--- src/rtl/game_status_ctrl.sv ---
// -----------------------------------------------------------------------------
// game_status_ctrl
//   Game-level controller for the tile-matching game. Converts start/quit/
//   match/miss event pulses into a game mode, a BCD score, a BCD countdown
//   timer and a lives bar, and drives the holder inputs of the board display
//   stage. Every output comes straight from a flop.
//
// Ports
//   CLOCK_50     in   1   system clock, rising edge
//   resetn       in   1   asynchronous active-low reset
//   start        in   1   one-cycle pulse: start / restart / leave QUIT
//   quit         in   1   one-cycle pulse: abandon game
//   match_pulse  in   1   one-cycle pulse: pair matched (score +1)
//   miss_pulse   in   1   one-cycle pulse: pair mismatched (lives -1)
//   userquit     out  1   high in QUIT
//   ingameOn     out  1   high in PLAY
//   gameOver     out  1   high in OVER
//   hex0hldr     out  4   mode code IDLE=0 PLAY=1 OVER=2 QUIT=3
//   hex2hldr     out  4   timer ones digit (4'hF = blank)
//   hex3hldr     out  4   timer tens digit (4'hF = blank)
//   hex4hldr     out  4   score ones digit (4'hF = blank)
//   hex5hldr     out  4   score tens digit (4'hF = blank)
//   ledrhldr     out  10  lives thermometer in PLAY, flash pattern in OVER
// -----------------------------------------------------------------------------
module game_status_ctrl #(
    parameter int TICK_DIV     = 50000000,
    parameter int GAME_SECONDS = 60,
    parameter int LIVES        = 10,
    parameter int FLASH_DIV    = 12500000
) (
    input  logic       CLOCK_50,
    input  logic       resetn,
    input  logic       start,
    input  logic       quit,
    input  logic       match_pulse,
    input  logic       miss_pulse,
    output logic       userquit,
    output logic       ingameOn,
    output logic       gameOver,
    output logic [3:0] hex0hldr,
    output logic [3:0] hex2hldr,
    output logic [3:0] hex3hldr,
    output logic [3:0] hex4hldr,
    output logic [3:0] hex5hldr,
    output logic [9:0] ledrhldr
);

    localparam int PW = (TICK_DIV  > 2) ? $clog2(TICK_DIV)  : 1;
    localparam int FW = (FLASH_DIV > 2) ? $clog2(FLASH_DIV) : 1;

    localparam logic [PW-1:0] PRESC_MAX  = PW'(TICK_DIV - 1);
    localparam logic [FW-1:0] FLASH_MAX  = FW'(FLASH_DIV - 1);
    localparam logic [3:0]    GS_TENS    = 4'(GAME_SECONDS / 10);
    localparam logic [3:0]    GS_ONES    = 4'(GAME_SECONDS % 10);
    localparam logic [3:0]    LIVES_INIT = 4'(LIVES);
    localparam logic [3:0]    BLANK      = 4'hF;

    typedef enum logic [1:0] {
        ST_IDLE = 2'd0,
        ST_PLAY = 2'd1,
        ST_OVER = 2'd2,
        ST_QUIT = 2'd3
    } state_t;

    // Two-digit BCD increment that sticks at 99.
    function automatic logic [7:0] bcd_inc_sat(input logic [3:0] tens, input logic [3:0] ones);
        logic [7:0] r;
        if (tens == 4'd9 && ones == 4'd9) begin
            r = {tens, ones};
        end else if (ones == 4'd9) begin
            r = {tens + 4'd1, 4'd0};
        end else begin
            r = {tens, ones + 4'd1};
        end
        return r;
    endfunction

    // Two-digit BCD decrement with borrow, floor at 00.
    function automatic logic [7:0] bcd_dec(input logic [3:0] tens, input logic [3:0] ones);
        logic [7:0] r;
        if (ones != 4'd0) begin
            r = {tens, ones - 4'd1};
        end else if (tens != 4'd0) begin
            r = {tens - 4'd1, 4'd9};
        end else begin
            r = 8'h00;
        end
        return r;
    endfunction

    // Lower n bits set.
    function automatic logic [9:0] lives_bar(input logic [3:0] n);
        logic [9:0] bar;
        bar = 10'd0;
        for (int i = 0; i < 10; i++) begin
            if (4'(i) < n) begin
                bar[i] = 1'b1;
            end else begin
                bar[i] = 1'b0;
            end
        end
        return bar;
    endfunction

    state_t        state_q, state_d;
    logic [3:0]    score_t_q, score_t_d, score_o_q, score_o_d;
    logic [3:0]    timer_t_q, timer_t_d, timer_o_q, timer_o_d;
    logic [3:0]    lives_q, lives_d;
    logic [PW-1:0] presc_q, presc_d;
    logic [FW-1:0] flash_cnt_q, flash_cnt_d;
    logic          flash_on_q, flash_on_d;

    logic          userquit_q, userquit_d;
    logic          ingame_q, ingame_d;
    logic          gameover_q, gameover_d;
    logic [3:0]    hex0_q, hex0_d, hex2_q, hex2_d, hex3_q, hex3_d;
    logic [3:0]    hex4_q, hex4_d, hex5_q, hex5_d;
    logic [9:0]    ledr_q, ledr_d;

    logic          load_s;
    logic          tick_s;
    logic [7:0]    score_inc_s;
    logic [7:0]    timer_dec_s;

    assign score_inc_s = bcd_inc_sat(score_t_q, score_o_q);
    assign timer_dec_s = bcd_dec(timer_t_q, timer_o_q);
    assign tick_s      = (presc_q == PRESC_MAX);

    // Next-state and datapath update for the game FSM.
    always_comb begin
        state_d     = state_q;
        score_t_d   = score_t_q;
        score_o_d   = score_o_q;
        timer_t_d   = timer_t_q;
        timer_o_d   = timer_o_q;
        lives_d     = lives_q;
        presc_d     = presc_q;
        flash_cnt_d = flash_cnt_q;
        flash_on_d  = flash_on_q;
        load_s      = 1'b0;

        case (state_q)
            ST_IDLE: begin
                if (quit) begin
                    state_d = ST_QUIT;
                end else if (start) begin
                    state_d = ST_PLAY;
                    load_s  = 1'b1;
                end else begin
                    state_d = ST_IDLE;
                end
            end
            ST_PLAY: begin
                if (quit) begin
                    // Same-cycle match/miss/tick are deliberately dropped.
                    state_d = ST_QUIT;
                end else begin
                    if (match_pulse) begin
                        {score_t_d, score_o_d} = score_inc_s;
                    end else begin
                        {score_t_d, score_o_d} = {score_t_q, score_o_q};
                    end
                    if (miss_pulse && lives_q != 4'd0) begin
                        lives_d = lives_q - 4'd1;
                    end else begin
                        lives_d = lives_q;
                    end
                    if (tick_s) begin
                        presc_d                = {PW{1'b0}};
                        {timer_t_d, timer_o_d} = timer_dec_s;
                    end else begin
                        presc_d = presc_q + {{(PW-1){1'b0}}, 1'b1};
                    end
                    // Game ends on the edge that removes the last life or
                    // counts the timer down to 00; the final values are kept.
                    if ((miss_pulse && lives_q == 4'd1) ||
                        (tick_s && timer_dec_s == 8'h00)) begin
                        state_d = ST_OVER;
                    end else begin
                        state_d = ST_PLAY;
                    end
                end
            end
            ST_OVER: begin
                if (quit) begin
                    state_d = ST_QUIT;
                end else if (start) begin
                    state_d = ST_PLAY;
                    load_s  = 1'b1;
                end else begin
                    state_d = ST_OVER;
                    if (flash_cnt_q == FLASH_MAX) begin
                        flash_cnt_d = {FW{1'b0}};
                        flash_on_d  = ~flash_on_q;
                    end else begin
                        flash_cnt_d = flash_cnt_q + {{(FW-1){1'b0}}, 1'b1};
                    end
                end
            end
            ST_QUIT: begin
                if (start) begin
                    state_d   = ST_IDLE;
                    score_t_d = 4'd0;
                    score_o_d = 4'd0;
                    lives_d   = 4'd0;
                end else begin
                    state_d = ST_QUIT;
                end
            end
            default: begin
                state_d = ST_IDLE;
            end
        endcase

        if (load_s) begin
            score_t_d = 4'd0;
            score_o_d = 4'd0;
            timer_t_d = GS_TENS;
            timer_o_d = GS_ONES;
            lives_d   = LIVES_INIT;
        end else begin
            lives_d = lives_d;
        end

        // Every state change (including OVER->PLAY restart) restarts the
        // prescaler and the flash sequence; the flash begins all-on.
        if (state_d != state_q) begin
            presc_d     = {PW{1'b0}};
            flash_cnt_d = {FW{1'b0}};
            flash_on_d  = 1'b1;
        end else begin
            flash_on_d = flash_on_d;
        end
    end

    // Output decode from the next-state values so outputs track their flops
    // with one cycle of latency from the input event.
    always_comb begin
        userquit_d = 1'b0;
        ingame_d   = 1'b0;
        gameover_d = 1'b0;
        hex0_d     = {2'b00, state_d};
        hex2_d     = BLANK;
        hex3_d     = BLANK;
        hex4_d     = BLANK;
        hex5_d     = BLANK;
        ledr_d     = 10'd0;

        case (state_d)
            ST_PLAY: begin
                ingame_d = 1'b1;
                hex5_d   = score_t_d;
                hex4_d   = score_o_d;
                hex3_d   = timer_t_d;
                hex2_d   = timer_o_d;
                ledr_d   = lives_bar(lives_d);
            end
            ST_OVER: begin
                gameover_d = 1'b1;
                hex5_d     = score_t_d;
                hex4_d     = score_o_d;
                ledr_d     = flash_on_d ? 10'h3FF : 10'h000;
            end
            ST_QUIT: begin
                userquit_d = 1'b1;
            end
            ST_IDLE: begin
                userquit_d = 1'b0;
            end
            default: begin
                userquit_d = 1'b0;
            end
        endcase
    end

    // State, datapath and output registers.
    always_ff @(posedge CLOCK_50 or negedge resetn) begin
        if (!resetn) begin
            state_q     <= ST_IDLE;
            score_t_q   <= 4'd0;
            score_o_q   <= 4'd0;
            timer_t_q   <= 4'd0;
            timer_o_q   <= 4'd0;
            lives_q     <= 4'd0;
            presc_q     <= {PW{1'b0}};
            flash_cnt_q <= {FW{1'b0}};
            flash_on_q  <= 1'b0;
            userquit_q  <= 1'b0;
            ingame_q    <= 1'b0;
            gameover_q  <= 1'b0;
            hex0_q      <= 4'd0;
            hex2_q      <= BLANK;
            hex3_q      <= BLANK;
            hex4_q      <= BLANK;
            hex5_q      <= BLANK;
            ledr_q      <= 10'd0;
        end else begin
            state_q     <= state_d;
            score_t_q   <= score_t_d;
            score_o_q   <= score_o_d;
            timer_t_q   <= timer_t_d;
            timer_o_q   <= timer_o_d;
            lives_q     <= lives_d;
            presc_q     <= presc_d;
            flash_cnt_q <= flash_cnt_d;
            flash_on_q  <= flash_on_d;
            userquit_q  <= userquit_d;
            ingame_q    <= ingame_d;
            gameover_q  <= gameover_d;
            hex0_q      <= hex0_d;
            hex2_q      <= hex2_d;
            hex3_q      <= hex3_d;
            hex4_q      <= hex4_d;
            hex5_q      <= hex5_d;
            ledr_q      <= ledr_d;
        end
    end

    assign userquit = userquit_q;
    assign ingameOn = ingame_q;
    assign gameOver = gameover_q;
    assign hex0hldr = hex0_q;
    assign hex2hldr = hex2_q;
    assign hex3hldr = hex3_q;
    assign hex4hldr = hex4_q;
    assign hex5hldr = hex5_q;
    assign ledrhldr = ledr_q;

endmodule

--- config.mk ---
export PLATFORM = sky130hd
export DESIGN_NAME = game_status_ctrl
export DESIGN_NICKNAME = d
export VERILOG_FILES = /design/src/rtl/game_status_ctrl.sv
export SDC_FILE = /design/constraint.sdc
export NUM_CORES = 1
export LEC_CHECK = 0
export CAP_MARGIN = 20
export CORE_UTILIZATION = 57
export CTS_CLUSTER_DIAMETER = 80
export DETAILED_ROUTE_END_ITERATION = 7
export DONT_BUFFER_PORTS = 1
export GPL_TIMING_DRIVEN = 0
export MAX_ROUTING_LAYER = met4
export PLACE_DENSITY_LB_ADDON = 0.05
export SYNTH_ARGS = -nofsm -noshare
export SYNTH_HDL_FRONTEND = slang
export SYNTH_SLANG_ARGS = --single-unit
--- constraint.sdc ---
create_clock -name CLOCK_50 -period 2.85 [get_ports CLOCK_50]
set_clock_uncertainty 0.1 [all_clocks]
set_input_delay 0.4275 -clock CLOCK_50 [delete_from_list [all_inputs] [get_ports CLOCK_50]]
set_output_delay 0.4275 -clock CLOCK_50 [all_outputs]
set_load 0.005 [all_outputs]
# == Word-level counts from Yosys, hierarchy flattened ==
# Cells that the tools add are included.
# W data, S select, Z words.
# totals
register_bits,102
latch_bits,0
ram_bits,0
romBits,0
out_inout_bits,33
elab_cells,136
memories,0
# op_classes
n_addsub,7
multipliers,0
n_div,0
magnitude_cmp,10
n_eq_ne,14
shift,0
n_mux,71
n_bitwise,1
reduce_logical,16
# op_table
operator,n
$mux W24,5
$mux W26,4
$mux W4,24
$mux W8,4
$add A26 B1 Y26 const B,1
$eq A26 B26 Y1 const B,1
$add A24 B1 Y24 const B,1
$eq A24 B24 Y1 const B,1
$pmux W4 S2,3
$mux W1,22
$pmux W10 S2,1
$lt A3 B4 Y1 const A,4
$mux W2,6
$reduce_bool A4 Y1,3
$sub A4 B1 Y4 const B,3
$mux W10,1
$add A4 B1 Y4 const B,2
$eq A2 B2 Y1 const B,4
$eq A4 B4 Y1 const B,2
$logic_not A8 Y1,1
$lt A1 B4 Y1 const A,2
$lt A2 B4 Y1 const A,2
$lt A4 B4 Y1 const A,2
$pmux W2 S4,1
other kinds (12),19

# == Depth between registers and ports, before layout ==
# logic_depth
ltp_word,13
depth_mapped,11
ltp_nobuf,10

# == Least setup slack after synthesis ==
# Ideal clock, no wire load.
# synth_timing
path_type,flip-flop to flip-flop
start,register timer_o_q[0]
end,register ledr_q[1] (netlist: ledrhldr[1])
setup_time_ps,142
arrival_ps,2758
required_time_ps,2608
path_slack_ps,-149
stages_incl_launch_ff,10
period_less_slack_ps,2999
cell_sequence,dfrtp_1 -> or4_1 -> a2111o_1 -> o21ai_0 -> a21oi_1 -> o21a_1 -> ha_1 -> inv_1 -> clkbuf_1 -> o22ai_1
# synth_via
elab_chain_cells,12
word_cells_on_any_way,15
classes_between,add/sub (1); eq/ne (3); mux (7); reduce/logical (4)
# synth_rtl
item,line,rtl
start: declaration,107,"logic [3:0] timer_t_q, timer_t_d, timer_o_q, timer_o_d;"
start signal: assignment,302,timer_o_q <= timer_o_d;
$sub A4 B1 Y4 / $reduce_bool A4 Y1 (equally long branches),"82, 81",
$mux W8 *,81,if (ones != 4'd0) begin
$logic_not A8 Y1 *,177,(tick_s && timer_dec_s == 8'h00)) begin
$logic_and A1 B1 Y1 *,177,
$logic_or A1 B1 Y1 *,176,if ((miss_pulse && lives_q == 4'd1) ||
$mux W2 *,176,
$mux W2 *,154,if (quit) begin
$pmux W2 S4 *,142,case (state_q)
named net state_d[0],105,"state_t state_q, state_d;"
$ne A2 B2 Y1,227,if (state_d != state_q) begin
$mux W1,227,
$mux W10,262,ledr_d = flash_on_d ? 10'h3FF : 10'h000;
$pmux W10 S2 *,249,case (state_d)
named net ledr_d[1],118,"logic [9:0] ledr_q, ledr_d;"
end signal: assignment,315,ledr_q <= ledr_d;
end: declaration,118,
# Mark *: on every way through the listed nets, which the timed path passes. The rest lies on a longest branch.
# A chain may end at the register's enable or synchronous reset.

# == Worst setup path in the final report ==
# layout_timing
start,register presc_q[0]
end,register ledr_q[6] (netlist: ledrhldr[6])
# layout_via
elab_chain_cells,10
word_cells_on_any_way,12
classes_between,eq/ne (4); mux (6); reduce/logical (2)
# layout_rtl
item,line,rtl
start: declaration,109,"logic [PW-1:0] presc_q, presc_d;"
start signal: assignment,285,presc_q <= {PW{1'b0}};
start signal: assignment,304,presc_q <= presc_d;
$eq A26 B26 Y1 *,127,assign tick_s = (presc_q == PRESC_MAX);
$logic_and A1 B1 Y1 *,177,
$logic_or A1 B1 Y1 *,176,
$mux W2 *,176,
$mux W2 *,154,
$pmux W2 S4 *,142,
named net state_d[0],105,
$ne A2 B2 Y1,227,
$mux W1,227,
$mux W10,262,
$pmux W10 S2 *,249,
named net ledr_d[6],118,
# Marked as above.

==> flow_summary.toml <==
[setup_path]
cp.depth = 11
crit_fanout = 10
critPathTopFamily = "compound AO/OA/AOI/OAI gates"
rr_worst_depth = 11
reg2reg_setup_slack_ns = -0.07
cpPeakStageDelay_ns = 0.45
critPathKind = "register to register"
crit_chain = "ha_2, nand2_2, or3_4, a2111o_1, o21ai_2, a21oi_2, o21a_2, ha_4, inv_4, buf_12, a31oi_1"
critPathArrivalTime_ns = 3.11
critPathLaunchType = "register"
crit_slowest_cell = "a2111o_1"
cp-end-kind = "register"
required_ns = 3.03
path_buf_inv = 2

[timing]
finalWorstPathRequiredPeriod_ns = 2.92
finalSetupViolCount = 10
hold_slack_ns = -0.361
max-slew-margin-rel_pct = 48.5
max_freq_ghz = 0.342
maxSlewViolCount = 0
worst_pin_slew_ns = 0.766
post-route-period-util_pct = 102
hold_viol_final = 102
rsz0062_at_grt = "true"
fin_ws_ns = -0.0708

[place]
dp_cells = 668
place_ws_ns = -0.544
postPlaceCellArea_um2 = 5350
dp_hpwl_mm = 7.60
portBuffers = 0
globalplace.congestion = 0.878

[power_and_ir_drop]
p_per_area_nw_per_um2 = 690
finalPower_mw = 4.11
intPower_mw = 2.61
p_seq_share_pct = 46.3
power_frac_clock_pct = 21.9
net-switching-power_mw = 1.50
ir_drop_mv = 0.738
power_leakage_nw = 2.41
switching_share_pct = 36.5
p_comb_share_pct = 31.9

[finish]
mostFrequentLayoutCell = "dfrtp_1"
layout_common_cells = "dfrtp_1 (84), nor2_1 (77), nand2_1 (40), a21oi_1 (37), o21ai_0 (33)"
diodes = 0
fin_cells = 702
areaGrowthSynthToFinish_pct = 14.4
regMostFlops = "presc_q"
largest_register_ffs = 26
final_layout_size_suffix_gt1_share_pct = 18.2
finalNetCount = 606
final_cell_area_um2 = 5950

[global_routing]
grt_pass1_wl_mm = 18.8
grt.total_usage_pct = 25.3
antenna_found_initial = 0
overflow = 0
grt_start_max_net_pins = 103
first_global_vias = 4007

[route]
post_drt_via_cell_ratio = 5.96
drt_iter0_markers = 191
detail_route.wl_per_cell_um = 16.4
routed_wl_mm = 11.5
ant_nets = 0
dr.pass1.iters = 4
via_count = 4184
drc = 0

[cts]
cts_buffer_depth = 2
numCtsBuffers = 9
htree_levels = 3
cts-root-buf = "clkbuf_8"
clk_transition_reported_paths_ns = 0.10
clk_latency_ns = 0.37
cts_sinks = 102
cts_tree = "yes"

[logic_synthesis]
synth_area_leader_cell = "dfrtp_1"
synth-compound-area-share_pct = 13.1
ys_types = 63
ys_warn_count = 0
async_flop_share_pct = 100
synth_adder_area_share_pct = 2.64
synth_top_area_share_pct = 41.3
netlist_area_um2 = 5210
synth_top_family_by_area = "simple AND/OR/NAND/NOR gates"
synthCells = 559
yosysSeqAreaShare_pct = 49.4
avgSynthCellArea_um2 = 9.31
synth_ff_type = "dfrtp_1"
synth-simple-area-share_pct = 25.3
synth-xor-area-share_pct = 5.72
synth_mux_area_share_pct = 0.601
synth_edf_count = 0
synth_area_leaders = "dfrtp_1 (41%), dfstp_2 (8.1%), nor2_1 (5.6%), a21oi_1 (3.8%), o21ai_0 (3.4%)"
ys_ff_latch = 102

[run_status]
status = "complete, but fails checks"
failed_checks = "hold timing, setup timing"

[floorplan]
coreArea_um2 = 8760
ioPinCount = 39
start_util_pct = 59.4
dieArea_um2 = 9520
die_height_um = 97.6
row_count = 34
chipWidth_um = 97.6

[min_path]
min_path_type = "input pin to async pin"

[job]
maxCapViolCount = 0
==> synthesized netlist by cell type (all sizes together) (6+ instances only) <==
library cell   n
dfrtp         86
nor2          78
nand2         43
a21oi         41
o21ai         38
nand3         28
clkbuf        18
xnor2         18
dfstp         16
inv           16
xor2          16
nand4         12
nor3          12
or3           12
ha            11
nor4          10
nand2b         9
a31oi          7
nor2b          7
and2           6
and3           6
or2            6
==> timing repair <==
action,CTS,global route
resized for setup,26,45
pin swaps,8,13
endpoints found under the hold margin,102,102
buffers inserted,7,12
setup endpoints to repair,57,66
==> cell type report <==
class	count	area, um2
inverter	16	62.6
timing repair buffer	19	155
sequential	102	2570
clock inverter	7	72.6
buffer	22	139
fill	697	2810
clock buffer	9	124
tap	108	135
multi-input combinational	419	2690
==> kinds of logic after synthesis <==
kind of cell / count (synthesis)
and+or+nand+nor: 254
AOI/OAI and AO/OA: 115
DFF: 102
buffers and inverters: 39
xor gates and xnor gates: 34
adders and majority gates: 11
muxes: 3
other: 1
==> metal layers <==
metal	GRT usage (%)	routed length [um]	vias to the layer above
met5	-	0	-
met1	32.1	5260	2041
met3	5.18	379	16
li1	-	-	2033
met4	8.03	166	0
met2	40.9	5700	94
==> worst reg2reg max path, stage by stage (launching register included) <==
cell	delay, ns
dfrtp_1	0.40
ha_2	0.21
nand2_2	0.06
or3_4	0.38
a2111o_1	0.45
o21ai_2	0.19
a21oi_2	0.09
o21a_2	0.28
ha_4	0.33
inv_4	0.04
buf_12	0.14
a31oi_1	0.16
==> path summary, 6_finish.rpt <==
| check | to | start |
|---|---|---|
| max reg2reg | ledrhldr[6] | presc_q[0] |
| max | ledrhldr[6] | presc_q[0] |
| max in group asynchronous | hex3hldr[2] | resetn |
| min | presc_q[21] | resetn |
| min in group CLOCK_50 | score_t_q[2] | match_pulse |
| min reg2reg | presc_q[25] | presc_q[25] |
==> stage by stage <==
step	utilization [%]	hold WS, ns	TNS [ns]
2_1_floorplan	-	0.0319	0
3_3_place_gp	61.1	0.0346	-8.29
3_5_place_dp	61.1	0.0340	-9.63
4_1_cts	65.1	-0.385	-0.0363
5_1_grt	67.9	-0.397	-2.21
6_report	67.9	-0.361	-0.344
==> power by group through the flow <==
stage / clock (mW) / sequential (mW) / combinational, mW
detailed placement: 0 / 1.92 / 0.887
CTS: 0.936 / 1.90 / 1.05
global placement: 0 / 1.93 / 0.868
global route: 0.985 / 1.93 / 1.42
floorplan: 0 / 1.88 / 0.670
finish: 0.898 / 1.90 / 1.31
(Power assumes the default switching activity.)
